`src/rtl/fdct4x4_stream_pkg.sv`:
```
// Shared constants for the 4x4 forward integer transform: widths, per-pass growth
// and the sign pattern of the 4-point kernel.
package fdct4x4_stream_pkg;

  localparam int DEF_WIDTH = 8;
  localparam int GROWTH    = 2;

  typedef enum logic [1:0] {
    K_NOP = 2'b00,
    K_ADD = 2'b01,
    K_SUB = 2'b11
  } ksign_e;

  // Row i of the table is coefficient Ci; column j says how sample xj contributes.
  localparam ksign_e KSIGN [4][4] = '{
    '{K_ADD, K_ADD, K_ADD, K_ADD},
    '{K_ADD, K_NOP, K_NOP, K_SUB},
    '{K_ADD, K_SUB, K_SUB, K_ADD},
    '{K_NOP, K_SUB, K_ADD, K_NOP}
  };

  function automatic int out_width(input int w);
    return w + 2 * GROWTH;
  endfunction

endpackage

```
`src/rtl/fdct4x4_stream_if.sv`:
```
// Row-in / column-out stream bundle of the 4x4 transform; master is the
// block-fetch/consumer side, slave is the transform.
interface fdct4x4_stream_if
  import fdct4x4_stream_pkg::*;
#(
  parameter int WIDTH = DEF_WIDTH
);
  localparam int OWIDTH = out_width(WIDTH);

  logic                     in_valid;
  logic                     in_ready;
  logic signed [WIDTH-1:0]  in_x0;
  logic signed [WIDTH-1:0]  in_x1;
  logic signed [WIDTH-1:0]  in_x2;
  logic signed [WIDTH-1:0]  in_x3;
  logic                     out_valid;
  logic                     out_ready;
  logic signed [OWIDTH-1:0] out_y0;
  logic signed [OWIDTH-1:0] out_y1;
  logic signed [OWIDTH-1:0] out_y2;
  logic signed [OWIDTH-1:0] out_y3;
  logic                     out_last;

  modport master (
    output in_valid, in_x0, in_x1, in_x2, in_x3, out_ready,
    input  in_ready, out_valid, out_y0, out_y1, out_y2, out_y3, out_last
  );

  modport slave (
    input  in_valid, in_x0, in_x1, in_x2, in_x3, out_ready,
    output in_ready, out_valid, out_y0, out_y1, out_y2, out_y3, out_last
  );

endinterface

```
`src/rtl/fdct4x4_stream_fdct4.sv`:
```
// Combinational 4-point forward kernel; output is two bits wider than the input
// so no sum can overflow.
module fdct4x4_stream_fdct4
  import fdct4x4_stream_pkg::*;
#(
  parameter int IW = DEF_WIDTH
) (
  input  logic signed [IW-1:0]        x [4],
  output logic signed [IW+GROWTH-1:0] y [4]
);
  localparam int OW = IW + GROWTH;

  // Each coefficient is a signed sum of the samples, widened before summing.
  always_comb begin
    for (int i = 0; i < 4; i++) begin
      y[i] = '0;
      for (int j = 0; j < 4; j++) begin
        case (KSIGN[i][j])
          K_ADD:   y[i] = y[i] + OW'(x[j]);
          K_SUB:   y[i] = y[i] - OW'(x[j]);
          default: y[i] = y[i];
        endcase
      end
    end
  end

endmodule

```
`src/rtl/fdct4x4_stream.sv`:
```
// Streaming 4x4 forward transform: row pass into a ping-pong transpose buffer,
// column pass read combinationally out of the full bank one column per beat.
module fdct4x4_stream
  import fdct4x4_stream_pkg::*;
#(
  parameter int WIDTH = DEF_WIDTH
) (
  input  logic             ap_clk,
  input  logic             ap_rst,
  fdct4x4_stream_if.slave  io
);
  localparam int RWIDTH = WIDTH + GROWTH;
  localparam int OWIDTH = RWIDTH + GROWTH;

  logic signed [WIDTH-1:0]  row_x_s [4];
  logic signed [RWIDTH-1:0] row_r_s [4];
  logic signed [RWIDTH-1:0] col_x_s [4];
  logic signed [OWIDTH-1:0] col_y_s [4];
  logic signed [RWIDTH-1:0] bank_r  [2][4][4];

  logic [1:0] full_r;
  logic [1:0] full_nxt_s;
  logic       wr_sel_r;
  logic       rd_sel_r;
  logic [1:0] wr_row_r;
  logic [1:0] rd_col_r;
  logic       in_fire_s;
  logic       out_fire_s;
  logic       fill_done_s;
  logic       drain_done_s;

  // Handshake decode; fill and drain always target different banks, so both
  // flag updates may land in the same cycle.
  always_comb begin
    in_fire_s    = io.in_valid & ~full_r[wr_sel_r];
    out_fire_s   = full_r[rd_sel_r] & io.out_ready;
    fill_done_s  = in_fire_s & (wr_row_r == 2'd3);
    drain_done_s = out_fire_s & (rd_col_r == 2'd3);
    full_nxt_s   = full_r;
    for (int b = 0; b < 2; b++) begin
      full_nxt_s[b] = (full_r[b] | (fill_done_s & (wr_sel_r == 1'(b))))
                    & ~(drain_done_s & (rd_sel_r == 1'(b)));
    end
  end

  // Kernel operand routing: incoming row, and column rd_col of the read bank.
  always_comb begin
    row_x_s[0] = io.in_x0;
    row_x_s[1] = io.in_x1;
    row_x_s[2] = io.in_x2;
    row_x_s[3] = io.in_x3;
    for (int r = 0; r < 4; r++) begin
      col_x_s[r] = bank_r[rd_sel_r][r][rd_col_r];
    end
  end

  fdct4x4_stream_fdct4 #(.IW(WIDTH))  u_row_pass (.x(row_x_s), .y(row_r_s));
  fdct4x4_stream_fdct4 #(.IW(RWIDTH)) u_col_pass (.x(col_x_s), .y(col_y_s));

  assign io.in_ready  = ~full_r[wr_sel_r];
  assign io.out_valid = full_r[rd_sel_r];
  assign io.out_last  = full_r[rd_sel_r] & (rd_col_r == 2'd3);
  assign io.out_y0    = col_y_s[0];
  assign io.out_y1    = col_y_s[1];
  assign io.out_y2    = col_y_s[2];
  assign io.out_y3    = col_y_s[3];

  // Bank flags, ping-pong pointers and row/column counters.
  always_ff @(posedge ap_clk or posedge ap_rst) begin
    if (ap_rst) begin
      full_r   <= 2'b00;
      wr_sel_r <= 1'b0;
      rd_sel_r <= 1'b0;
      wr_row_r <= 2'd0;
      rd_col_r <= 2'd0;
    end else begin
      full_r <= full_nxt_s;
      if (fill_done_s) begin
        wr_sel_r <= ~wr_sel_r;
        wr_row_r <= 2'd0;
      end else if (in_fire_s) begin
        wr_row_r <= wr_row_r + 2'd1;
      end
      if (drain_done_s) begin
        rd_sel_r <= ~rd_sel_r;
        rd_col_r <= 2'd0;
      end else if (out_fire_s) begin
        rd_col_r <= rd_col_r + 2'd1;
      end
    end
  end

  // Transpose storage; cleared on reset so no residue survives an abort.
  always_ff @(posedge ap_clk or posedge ap_rst) begin
    if (ap_rst) begin
      for (int b = 0; b < 2; b++) begin
        for (int r = 0; r < 4; r++) begin
          for (int c = 0; c < 4; c++) begin
            bank_r[b][r][c] <= '0;
          end
        end
      end
    end else if (in_fire_s) begin
      for (int c = 0; c < 4; c++) begin
        bank_r[wr_sel_r][wr_row_r][c] <= row_r_s[c];
      end
    end
  end

endmodule

```
`src/flat_wrapper.sv`:
```
// flat-port wrapper written by rule: the top's interface ports become plain ports
module fdct4x4_stream_flat import fdct4x4_stream_pkg::*;
#(
  parameter int WIDTH = DEF_WIDTH
)
  (ap_clk, ap_rst, io_in_valid, io_in_x0, io_in_x1, io_in_x2, io_in_x3, io_out_ready, io_in_ready, io_out_valid, io_out_y0, io_out_y1, io_out_y2, io_out_y3, io_out_last);
  fdct4x4_stream_if #(.WIDTH(WIDTH)) io_i ();
  input  logic ap_clk;
  input  logic ap_rst;
  input wire logic [$bits(io_i.in_valid)-1:0] io_in_valid;
  input wire logic [$bits(io_i.in_x0)-1:0] io_in_x0;
  input wire logic [$bits(io_i.in_x1)-1:0] io_in_x1;
  input wire logic [$bits(io_i.in_x2)-1:0] io_in_x2;
  input wire logic [$bits(io_i.in_x3)-1:0] io_in_x3;
  input wire logic [$bits(io_i.out_ready)-1:0] io_out_ready;
  output wire logic [$bits(io_i.in_ready)-1:0] io_in_ready;
  output wire logic [$bits(io_i.out_valid)-1:0] io_out_valid;
  output wire logic [$bits(io_i.out_y0)-1:0] io_out_y0;
  output wire logic [$bits(io_i.out_y1)-1:0] io_out_y1;
  output wire logic [$bits(io_i.out_y2)-1:0] io_out_y2;
  output wire logic [$bits(io_i.out_y3)-1:0] io_out_y3;
  output wire logic [$bits(io_i.out_last)-1:0] io_out_last;
  assign io_i.in_valid = io_in_valid;
  assign io_i.in_x0 = io_in_x0;
  assign io_i.in_x1 = io_in_x1;
  assign io_i.in_x2 = io_in_x2;
  assign io_i.in_x3 = io_in_x3;
  assign io_i.out_ready = io_out_ready;
  assign io_in_ready = io_i.in_ready;
  assign io_out_valid = io_i.out_valid;
  assign io_out_y0 = io_i.out_y0;
  assign io_out_y1 = io_i.out_y1;
  assign io_out_y2 = io_i.out_y2;
  assign io_out_y3 = io_i.out_y3;
  assign io_out_last = io_i.out_last;
  fdct4x4_stream #(.WIDTH(WIDTH)) u_core (.ap_clk(ap_clk), .ap_rst(ap_rst), .io(io_i));
endmodule
```
`config.mk`:
```
export PLATFORM = sky130hd
export DESIGN_NAME = fdct4x4_stream_flat
export DESIGN_NICKNAME = d
export VERILOG_FILES = /design/src/rtl/fdct4x4_stream_pkg.sv /design/src/rtl/fdct4x4_stream_if.sv /design/src/rtl/fdct4x4_stream_fdct4.sv /design/src/rtl/fdct4x4_stream.sv /design/src/flat_wrapper.sv
export SDC_FILE = /design/constraint.sdc
export NUM_CORES = 1
export LEC_CHECK = 0
export ABC_AREA = 0
export CAP_MARGIN = 30
export CORE_ASPECT_RATIO = 1.5
export CORE_UTILIZATION = 56
export DETAILED_ROUTE_END_ITERATION = 16
export GPL_TIMING_DRIVEN = 0
export PLACE_DENSITY = 0.8
export SLEW_MARGIN = 10
export SYNTH_ARGS = -nofsm -noshare
export SYNTH_HDL_FRONTEND = slang
export SYNTH_SLANG_ARGS = --single-unit
```
`constraint.sdc`:
```
create_clock -name ap_clk -period 9.7 [get_ports ap_clk]
set_input_delay 1.455 -clock ap_clk [delete_from_list [all_inputs] [get_ports ap_clk]]
set_output_delay 1.455 -clock ap_clk [all_outputs]
set_load 0.1 [all_outputs]
```
Word level (Yosys, flattened, before mapping)
Index checks and enable logic that the tools add are counted.

$add $sub $neg: 20. $lt $le $gt $ge: 8. Equality and inequality tests: 2. Mux-type cells: 43. Bitwise operators: 22. Reduce and logical (&&, ||, !) cells: 4.

Operator list (number): $bwmux W320 (4); $mux W160 (7); $demux W160 S1 (4); $demux W40 S2 (4); $mux W10 (9); $bmux W10 S2 (4); $mux W40 (1); $mux W30 (1); $add A11 B10 Y12 (2); $add A12 B10 Y12 (2); $sub A10 B10 Y11 (2); $add A10 B8 Y10 (2); $add A9 B8 Y10 (2); $mux W20 (1); $sub A8 B8 Y9 (2); $sub A11 B10 Y12 (1); $add A10 B10 Y11 (1); $and A1 B1 Y1 (11); $sub A1 B10 Y11 const A (1); $sub A9 B8 Y10 (1); $add A8 B8 Y9 (1); $sub A1 B8 Y9 const A (1); $mux W2 (4); $ge A3 B3 Y1 const B (2); 13 further kinds (29).

Register bits: 328. Input port bits: 36. Output and inout bits: 51.

Logic depth before layout (Yosys ltp)
Gate-level depths: netlist of run 1.

Depth after elaboration: 11. Depth in mapped cells: 19. Depth with buffers taken out: 16.

Cells and area by module
From an unflattened synthesis of run 1, not the netlist that was laid out.

Cells, all modules: 1495. Area total of the unflattened synthesis: 20191.9 um^2.

Modules (own cells, without submodules): fdct4x4_stream (times used 1, cells each 869, area an instance 14856.7 um^2, sequential area each 8207.9 um^2); fdct4x4_stream_fdct4 (u_core.u_col_pass) (times used 1, cells each 360, area an instance 3021.6 um^2, sequential area each 0.0 um^2); fdct4x4_stream_fdct4 (u_core.u_row_pass) (times used 1, cells each 266, area an instance 2313.5 um^2, sequential area each 0.0 um^2).

Least setup slack after synthesis of run 1
Ideal clock, no wire load.

Kind: register to output. Start point: register u_core.rd_col_r[0]. End point: output port io_out_y2[8]. Arrival time: 5.469 ns. Required time: 8.245 ns. Setup slack: 2.776 ns. Stages on the path, launching flop included: 17. Buffers on the path: 2. Cells stage by stage: dfrtp_1 -> buf_4 -> buf_4 -> mux4_2 -> nand2_1 -> and2_1 -> inv_1 -> fa_1 -> inv_1 -> fa_1 -> inv_1 -> ha_1 -> fa_1 -> a21o_1 -> a2111oi_4 -> a21oi_1 -> xor2_1.

Word-level cells in the longest chain between the ends: 7. Elaborated cells on any way between the ends: 16. Those cells by class: add/sub: 3; mux: 12; bitwise: 1.

RTL lines: start: declaration (line fdct4x4_stream.sv:26) `logic [1:0] rd_col_r;`; start signal: assignment (line fdct4x4_stream.sv:88) `rd_col_r <= rd_col_r + 2'd1;`; $not A2 Y3 (not written as such) (*) (line fdct4x4_stream.sv:53) `col_x_s[r] = bank_r[rd_sel_r][r][rd_col_r];`; $bmux W10 S2 (line fdct4x4_stream.sv:53); $mux W10 (not written as such) (2 in series) (line fdct4x4_stream.sv:53); $sub A10 B10 Y11 (line fdct4x4_stream_fdct4.sv:20) `K_SUB: y[i] = y[i] - OW'(x[j]);`; $sub A11 B10 Y12 (line fdct4x4_stream_fdct4.sv:20); $add A12 B10 Y12 (*) (line fdct4x4_stream_fdct4.sv:19) `K_ADD: y[i] = y[i] + OW'(x[j]);`; end: declaration (line flat_wrapper.sv:20) `output wire logic [$bits(io_i.out_y2)-1:0] io_out_y2;`.

Mark *: on every way between the ends. The rest lies on a longest branch, timed or not. The select of a mux whose other input is x is not followed.

Worst setup path after layout of run 1
Start point: register u_core.rd_sel_r. End point: output port io_out_y2[10].

Word-level cells in the longest chain between the ends: 10. Elaborated cells on any way between the ends: 19. Those cells by class: add/sub: 3; mux: 15; bitwise: 1.

RTL lines: start: declaration (line fdct4x4_stream.sv:24) `logic rd_sel_r;`; start signal: assignment (line fdct4x4_stream.sv:85) `rd_sel_r <= ~rd_sel_r;`; $not A1 Y2 (not written as such) (*) (line fdct4x4_stream.sv:53); $mux W160 (not written as such) (*) (3 in series) (line fdct4x4_stream.sv:53); $bmux W10 S2 (line fdct4x4_stream.sv:53); $mux W10 (not written as such) (2 in series) (line fdct4x4_stream.sv:53); $sub A10 B10 Y11 (line fdct4x4_stream_fdct4.sv:20); $sub A11 B10 Y12 (line fdct4x4_stream_fdct4.sv:20); $add A12 B10 Y12 (*) (line fdct4x4_stream_fdct4.sv:19).

Marks and branches as above.

==> out/results.tsv, run 1 <==
stage	metric	value	unit
cts	htree depth	1	
critical_path	critical path endpoint category	output pin	
outcome	outcome	finished with violations	
global_route	vias in the first global route	15820	
synth	post-synth top area share	42.15	%
sta	final setup violating endpoints	0	
sta	unrepaired setup endpoints after global routing	false	
detailed_routing	Via Count	14650	
die	die width	152.4	um
cts	Reg clk slew, reported paths	0.08	ns
worst_hold_path	hold depth	2	
critical_path	critical path required time	8.25	ns
global_route	initial antenna violation count	0	
synth	Net Count, Synth	2028	
critical_path	reg-to-reg slack, setup	7.40	ns
worst_hold_path	Hold WC Path Type	reg -> reg	
detailed_routing	Via density	6.167	
critical_path	crit path max fanout	10	
synth	register area share after synthesis	42.15	%
die	Die Ht	227.6	um
synth	synth unique cells	59	
sta	FMAX	119.8	MHz
die	die area	0.03468	sq mm
detailed_routing	post-route ant nets	0	
detailed_routing	1st-pass router iterations	13	
worst_hold_path	hold path startpoint	u_core.bank_r[184]$_DFFE_PP0P_	
synth	most frequent cell after synthesis	nand2_1	
sta	fin crit share	86.07	%
sta	Least-Margin Pin Slew	0.9767	ns
global_route	GRT Util Overall	31.87	%
cts	post-CTS resize count	0	
cts	worst skew pair latency	0.55	ns
placed_design	Final GP Congestion	0.9297	
cts	CTS tree	yes	
die	core area	0.03345	sq mm
sta	Final Hold Viols	0	
outcome	failing checks	DRC	
synth	yosys warns	0	
cts	root buf cell	clkbuf_16	
critical_path	Arr. time, crit path	6.89	ns
detailed_routing	Routed WL	53040	um
critical_path	Reg2Reg Depth	5	
cts	CTS buffer count	26	
cells_and_area	Antenna Cells	0	
critical_path	kind of critical path	reg -> out	
cts	Max clock buf depth	3	
critical_path	Worst R2R End	u_core.bank_r[167]$_DFFE_PP0P_	
cts	Setup Fix Bufs, Post-CTS	0	
synth	Post-synth EDFFs	0	
worst_hold_path	WHS Endpoint	u_core.bank_r[184]$_DFFE_PP0P_	
synth	Post-Syn Instances	1812	
global_route	GRT Residual Overflow	0	
die	# IOs	87	
sta	min cycle time layout	8.349	ns
cells_and_area	Final #Nets	2153	
sta	Slew Viols, Final	0	
synth	Async S/R FF share, synth	100.0	%
synth	synth cell count leaders	nand2_1, dfrtp_1, o21ai_0, inv_1, ha_1	
cells_and_area	ratio of cells with drive above 1 in the final layout	10.84	%
detailed_routing	DR DRC count	11	
cells_and_area	Area growth syn-to-layout	13.45	%
cells_and_area	fillers	2577	
synth	Avg Inst Size Synth	10.49	sq um
sta	Final Skew	0.01681	ns
cts	CTS hold repair buffers	0	
synth	synth top area cells	dfrtp_1, fa_1, mux4_2, o21ai_0, nand2_1	
detailed_routing	Initial DRC Count	967	
detailed_routing	drt wl/cell	22.32	um
synth	top_reg_cell synth	dfrtp_1	
synth	Synth Register Bits	320	
synth	Post-Synthesis Cell Area	0.01900	sq mm
die	num rows	82	
global_route	largest net degree at the start of global routing	41	
sta	Slew HR	34.68	%
global_route	first-pass GRT wire length	83510	um
sta	setup total negative slack	0	ns
flow_run	Max Cap Viol	0	
critical_path	worst r2r src	u_core.wr_row_r[0]$_DFFE_PP0P_	
critical_path	crit path launch type	flip-flop	
placed_design	DP HPWL	41750	um
synth	area leader, netlist	dfrtp_1	
cts	clk sinks	320	
die	Initial Utilization	56.80	%
placed_design	IO buf count	86	
worst max path at each step:
stage / from / end / slack [ns] / cells past startpoint
2_1_floorplan: u_core.rd_col_r[0]$_DFFE_PP0P_ / io_out_y2[8] / 2.78 / 16
4_1_cts: u_core.rd_sel_r$_DFFE_PP0P_ / io_out_y2[10] / 1.40 / 19
3_3_place_gp: u_core.rd_sel_r$_DFFE_PP0P_ / io_out_y2[10] / 1.99 / 19
3_5_place_dp: u_core.rd_sel_r$_DFFE_PP0P_ / io_out_y2[10] / 1.98 / 19
6_report: u_core.rd_sel_r$_DFFE_PP0P_ / io_out_y2[10] / 1.35 / 19
5_1_grt: u_core.rd_sel_r$_DFFE_PP0P_ / io_out_y2[10] / 1.15 / 19
critical path, cell delays in order, from the launching register on:
cell             delay [ns]
dfrtp_1                0.32
buf_4                  0.21
buf_4                  0.33
buf_2                  0.43
mux4_2                 0.38
nand2_1                0.08
and2_1                 0.29
inv_1                  0.13
fa_1                   0.58
inv_1                  0.07
fa_1                   0.53
inv_1                  0.04
ha_1                   0.21
fa_1                   0.41
a21o_1                 0.22
a2111oi_4              0.46
o21ai_0                0.17
a21oi_1                0.20
xnor2_1                0.13
clkdlybuf4s50_1        1.14
kinds of logic after synthesis:
| group | synth area share, % |
|---|---|
| AO/OA/AOI/OAI | 12.33 |
| flip-flops | 42.15 |
| AND/OR/NAND/NOR | 10.84 |
| multiplexers | 12.19 |
| adder cells (fa/ha/maj) | 15.05 |
| XOR/XNOR | 2.904 |
| buffers and inverters | 4.531 |
cell usage in the layout, fill, tap and decap left out, types with 8 or more instances in the layout:
cell	n
a21o_1	13
a21oi_1	33
and2_1	30
buf_12	8
buf_2	16
buf_4	10
clkbuf_1	62
clkbuf_16	27
clkdlybuf4s50_1	86
dfrtp_1	320
fa_1	81
ha_1	99
inv_1	124
mux2_2	43
mux2i_1	21
mux4_2	72
nand2_1	352
nand2b_1	15
nand3_1	10
nor2_1	43
nor2b_1	9
o211ai_1	10
o21ai_0	295
o22ai_1	11
xnor2_1	32
xor2_1	31
cell type report:
cell class	count	area (sq um)	area share [%]
flip-flops and latches	320	8008	37.15
multi-input cells	1279	10130	47.00
plain buffers	87	387.9	1.800
well taps	420	525.5	2.438
clock buffers	31	710.7	3.297
clock inverters	16	244.0	1.132
repair buffers	97	1071	4.969
inverters	126	476.7	2.212
flip-flops by register name, summed over array words and instances (netlist names):
| signal | cells |
|---|---|
| u_core.rd_sel_r | 1 |
| u_core.bank_r | 312 |
| u_core.rd_col_r | 2 |
| u_core.wr_sel_r | 1 |
| u_core.wr_row_r | 2 |
| u_core.full_r | 2 |
stage by stage:
| step | cell area (sq um) | utilization, % | std cells | hold slack, ns | setup WS, ns |
|---|---|---|---|---|---|
| after floorplan | 19000 | - | 1812 | 0.4446 | 2.776 |
| after global placement | 20390 | 60.96 | 2318 | 0.4558 | 1.995 |
| after detailed placement | 20590 | 61.57 | 2328 | 0.4664 | 1.981 |
| after CTS | 21550 | 64.42 | 2375 | 0.4823 | 1.401 |
| after global routing | 21550 | 64.44 | 2376 | 0.4988 | 1.147 |
| final | 21550 | 64.44 | 2376 | 0.4809 | 1.351 |
layer usage:
layer | vias up | GRT usage [%] | routed length [um]
met1 | 7383 | 33.79 | 18350
met2 | 668 | 58.29 | 27510
met5 | - | 0 | 0
met3 | 186 | 3.179 | 2893
met4 | 0 | 25.61 | 4289
li1 | 6416 | - | -
Power of run 1 is left out: the tool's default activity adds up to more than one toggle a clock period on the data nets, which glitch-free logic cannot reach.
==> run 2, diff against run 1 <==
--- a/config.mk
+++ b/config.mk
@@ -12,7 +12,7 @@
 export DETAILED_ROUTE_END_ITERATION = 16
 export GPL_TIMING_DRIVEN = 0
 export PLACE_DENSITY = 0.8
-export SLEW_MARGIN = 10
+export SLEW_MARGIN = 20
 export SYNTH_ARGS = -nofsm -noshare
 export SYNTH_HDL_FRONTEND = slang
 export SYNTH_SLANG_ARGS = --single-unit
==> run 2 against run 1 <==
Against the previous run:
- the flow still finishes with violations (DRC)
- non-clock buffer count is 1 higher
- wire length up 0.91%
- first-iteration DRC count increased by 15%
- cell count hardly changed
- die area unchanged
- critical path depth stayed put
- utilization is essentially flat
- sequential share of layout area hardly changed
- register-to-register slack got worse by 0.06 ns
- sequential cell count stayed put
- highest routed layer unchanged
==> out/results.tsv, run 2 (synthesis gave the netlist of run 1 again) <==
stage	metric	value	unit	change
sta	hold_ws	0.4811	ns	was 0.4809 ns
cts	post-CTS resize count	0		unchanged
detailed_routing	Via density	6.188		was 6.167
global_route	first-pass GRT wire length	84480	um	was 83510 um
detailed_routing	Routed WL	53520	um	was 53040 um
critical_path	crit path max fanout	10		unchanged
detailed_routing	Initial DRC Count	1115		was 967
cts	Setup Fix Bufs, Post-CTS	0		unchanged
cells_and_area	Non-Filler Instances	2378		was 2376
placed_design	DP HPWL	41830	um	was 41750 um
critical_path	Arr. time, crit path	6.89	ns	about the same
cells_and_area	Area growth syn-to-layout	13.45	%	about the same
critical_path	crit path launch type	flip-flop		unchanged
global_route	initial antenna violation count	0		unchanged
critical_path	Reg2Reg Depth	5		unchanged
cts	worst skew pair latency	0.55	ns	about the same
cells_and_area	most frequent cells in the layout	nand2_1, dfrtp_1, o21ai_0, inv_1, ha_1		unchanged
cts	root buf cell	clkbuf_16		unchanged
die	Die Ht	227.6	um	unchanged
sta	Slew Viols, Final	0		unchanged
global_route	largest net degree at the start of global routing	37		was 41
detailed_routing	1st-pass router iterations	12		was 13
global_route	GRT Util Overall	32.45	%	was 31.87%
detailed_routing	post-route ant nets	0		unchanged
sta	final setup violating endpoints	0		unchanged
die	die area	0.03468	sq mm	unchanged
outcome	failing checks	DRC		unchanged
global_route	GRT Residual Overflow	0		unchanged
cells_and_area	Final #Nets	2154		was 2153
cts	clk sinks	320		unchanged
sta	Final Hold Viols	0		unchanged
sta	Slew HR	33.25	%	was 34.68%
global_route	vias in the first global route	15940		was 15.82k
die	Initial Utilization	56.80	%	unchanged
cells_and_area	Antenna Cells	0		unchanged
die	core area	0.03345	sq mm	unchanged
cells_and_area	Largest register FFs	312		unchanged
sta	Least-Margin Pin Slew	1.001	ns	was 0.9767 ns
sta	setup total negative slack	0	ns	unchanged
sta	FMAX	119.9	MHz	was 119.8 MHz
worst_hold_path	Hold WC Path Type	reg -> reg		unchanged
sta	min cycle time layout	8.342	ns	was 8.349 ns
outcome	outcome	finished with violations		unchanged
die	die width	152.4	um	unchanged
critical_path	Worst R2R End	u_core.bank_r[168]$_DFFE_PP0P_		was u_core.bank_r[167]$_DFFE_PP0P_
cts	Max clock buf depth	3		unchanged
critical_path	critical path required time	8.25	ns	about the same
sta	fin crit share	86.00	%	was 86.07%
sta	unrepaired setup endpoints after global routing	false		unchanged
placed_design	Final GP Congestion	0.9297		unchanged
cts	CTS buffer count	26		unchanged
placed_design	IO buf count	86		unchanged
cts	Reg clk slew, reported paths	0.07	ns	was 0.08 ns
die	# IOs	87		unchanged
detailed_routing	Via Count	14720		was 14.65k
cts	CTS tree	yes		unchanged
critical_path	reg-to-reg slack, setup	7.34	ns	was 7.40 ns
cells_and_area	Largest Register	u_core.bank_r		unchanged
flow_run	Max Cap Viol	0		unchanged
detailed_routing	drt wl/cell	22.51	um	was 22.32 um
cells_and_area	ratio of cells with drive above 1 in the final layout	10.98	%	was 10.84%
critical_path	kind of critical path	reg -> out		unchanged
worst_hold_path	hold depth	2		unchanged
cells_and_area	fin util	64.45	%	was 64.44%
critical_path	critical path endpoint category	output pin		unchanged
cells_and_area	most common cell after layout, fill and taps aside	nand2_1		unchanged
die	num rows	82		unchanged
placed_design	Post-Place Cells	2329		was 2328
sta	Final Skew	0.008863	ns	was 0.01681 ns
detailed_routing	DR DRC count	12		was 11
cts	CTS hold repair buffers	0		unchanged
critical_path	worst r2r src	u_core.wr_row_r[0]$_DFFE_PP0P_		unchanged
critical_path	Worst setup startpoint	u_core.rd_sel_r$_DFFE_PP0P_		unchanged
critical_path	Worst Setup EP	io_out_y2[10]		unchanged
cts	htree depth	1		unchanged
run 2: cell types whose count changed in the layout (fill, tap and decap cells not counted):
cell and change:
bufinv_16 -3, inv_6 -1, clkbuf_1 -1, clkinv_4 +2
buf_12 -1, buf_8 -1, buf_16 +2, clkbuf_8 +4
buf_6 +1
run 2: worst min path at each step:
stage                                         startpoint                              to
after floorplan           u_core.bank_r[112]$_DFFE_PP0P_  u_core.bank_r[112]$_DFFE_PP0P_
after global placement     u_core.bank_r[17]$_DFFE_PP0P_   u_core.bank_r[17]$_DFFE_PP0P_
after detailed placement  u_core.bank_r[142]$_DFFE_PP0P_  u_core.bank_r[142]$_DFFE_PP0P_
after CTS                  u_core.bank_r[73]$_DFFE_PP0P_   u_core.bank_r[73]$_DFFE_PP0P_
after global routing      u_core.bank_r[196]$_DFFE_PP0P_  u_core.bank_r[196]$_DFFE_PP0P_
final                      u_core.bank_r[14]$_DFFE_PP0P_   u_core.bank_r[14]$_DFFE_PP0P_
run 2: routing by layer:
layer	up-vias	track usage, %	part of all wire, %	wire (um)
li1	6416	-	-	-
met1	7341	33.95	34	18030
met2	712	58.45	51	27440
met3	246	3.788	6.0	3216
met4	0	28.24	9.0	4842
met5	-	0	0	0
run 2: layout make-up:
cell class                      count  area (sq um)
Clock inverter                     14         162.7
Timing Repair Buffer               98          1102
Sequential cell                   320          8008
Clock buffer                       34         762.0
Multi-Input combinational cell   1279         10130
Tap cell                          420         525.5
Inverter                          126         476.7
Buffer                             87         387.9
Fill cell                        2536         11890
run 2: stage by stage:
step	area, sq um	setup slack, ns
after floorplan	19000	2.776
after global placement	20390	1.995
after detailed placement	20620	1.967
after CTS	21550	1.385
after global routing	21560	1.168
final	21560	1.358
run 2: worst max-delay path: stages (launching register included):
cell,delay [ns]
dfrtp_1,0.32
buf_4,0.21
buf_4,0.32
buf_2,0.45
mux4_2,0.39
nand2_1,0.08
and2_1,0.30
inv_1,0.13
fa_1,0.58
inv_1,0.06
fa_1,0.53
inv_1,0.04
ha_1,0.21
fa_1,0.41
a21o_1,0.22
a2111oi_4,0.46
o21ai_0,0.15
a21oi_1,0.19
xnor2_1,0.13
clkdlybuf4s50_1,1.14
Power of run 2 is left out for the same reason.
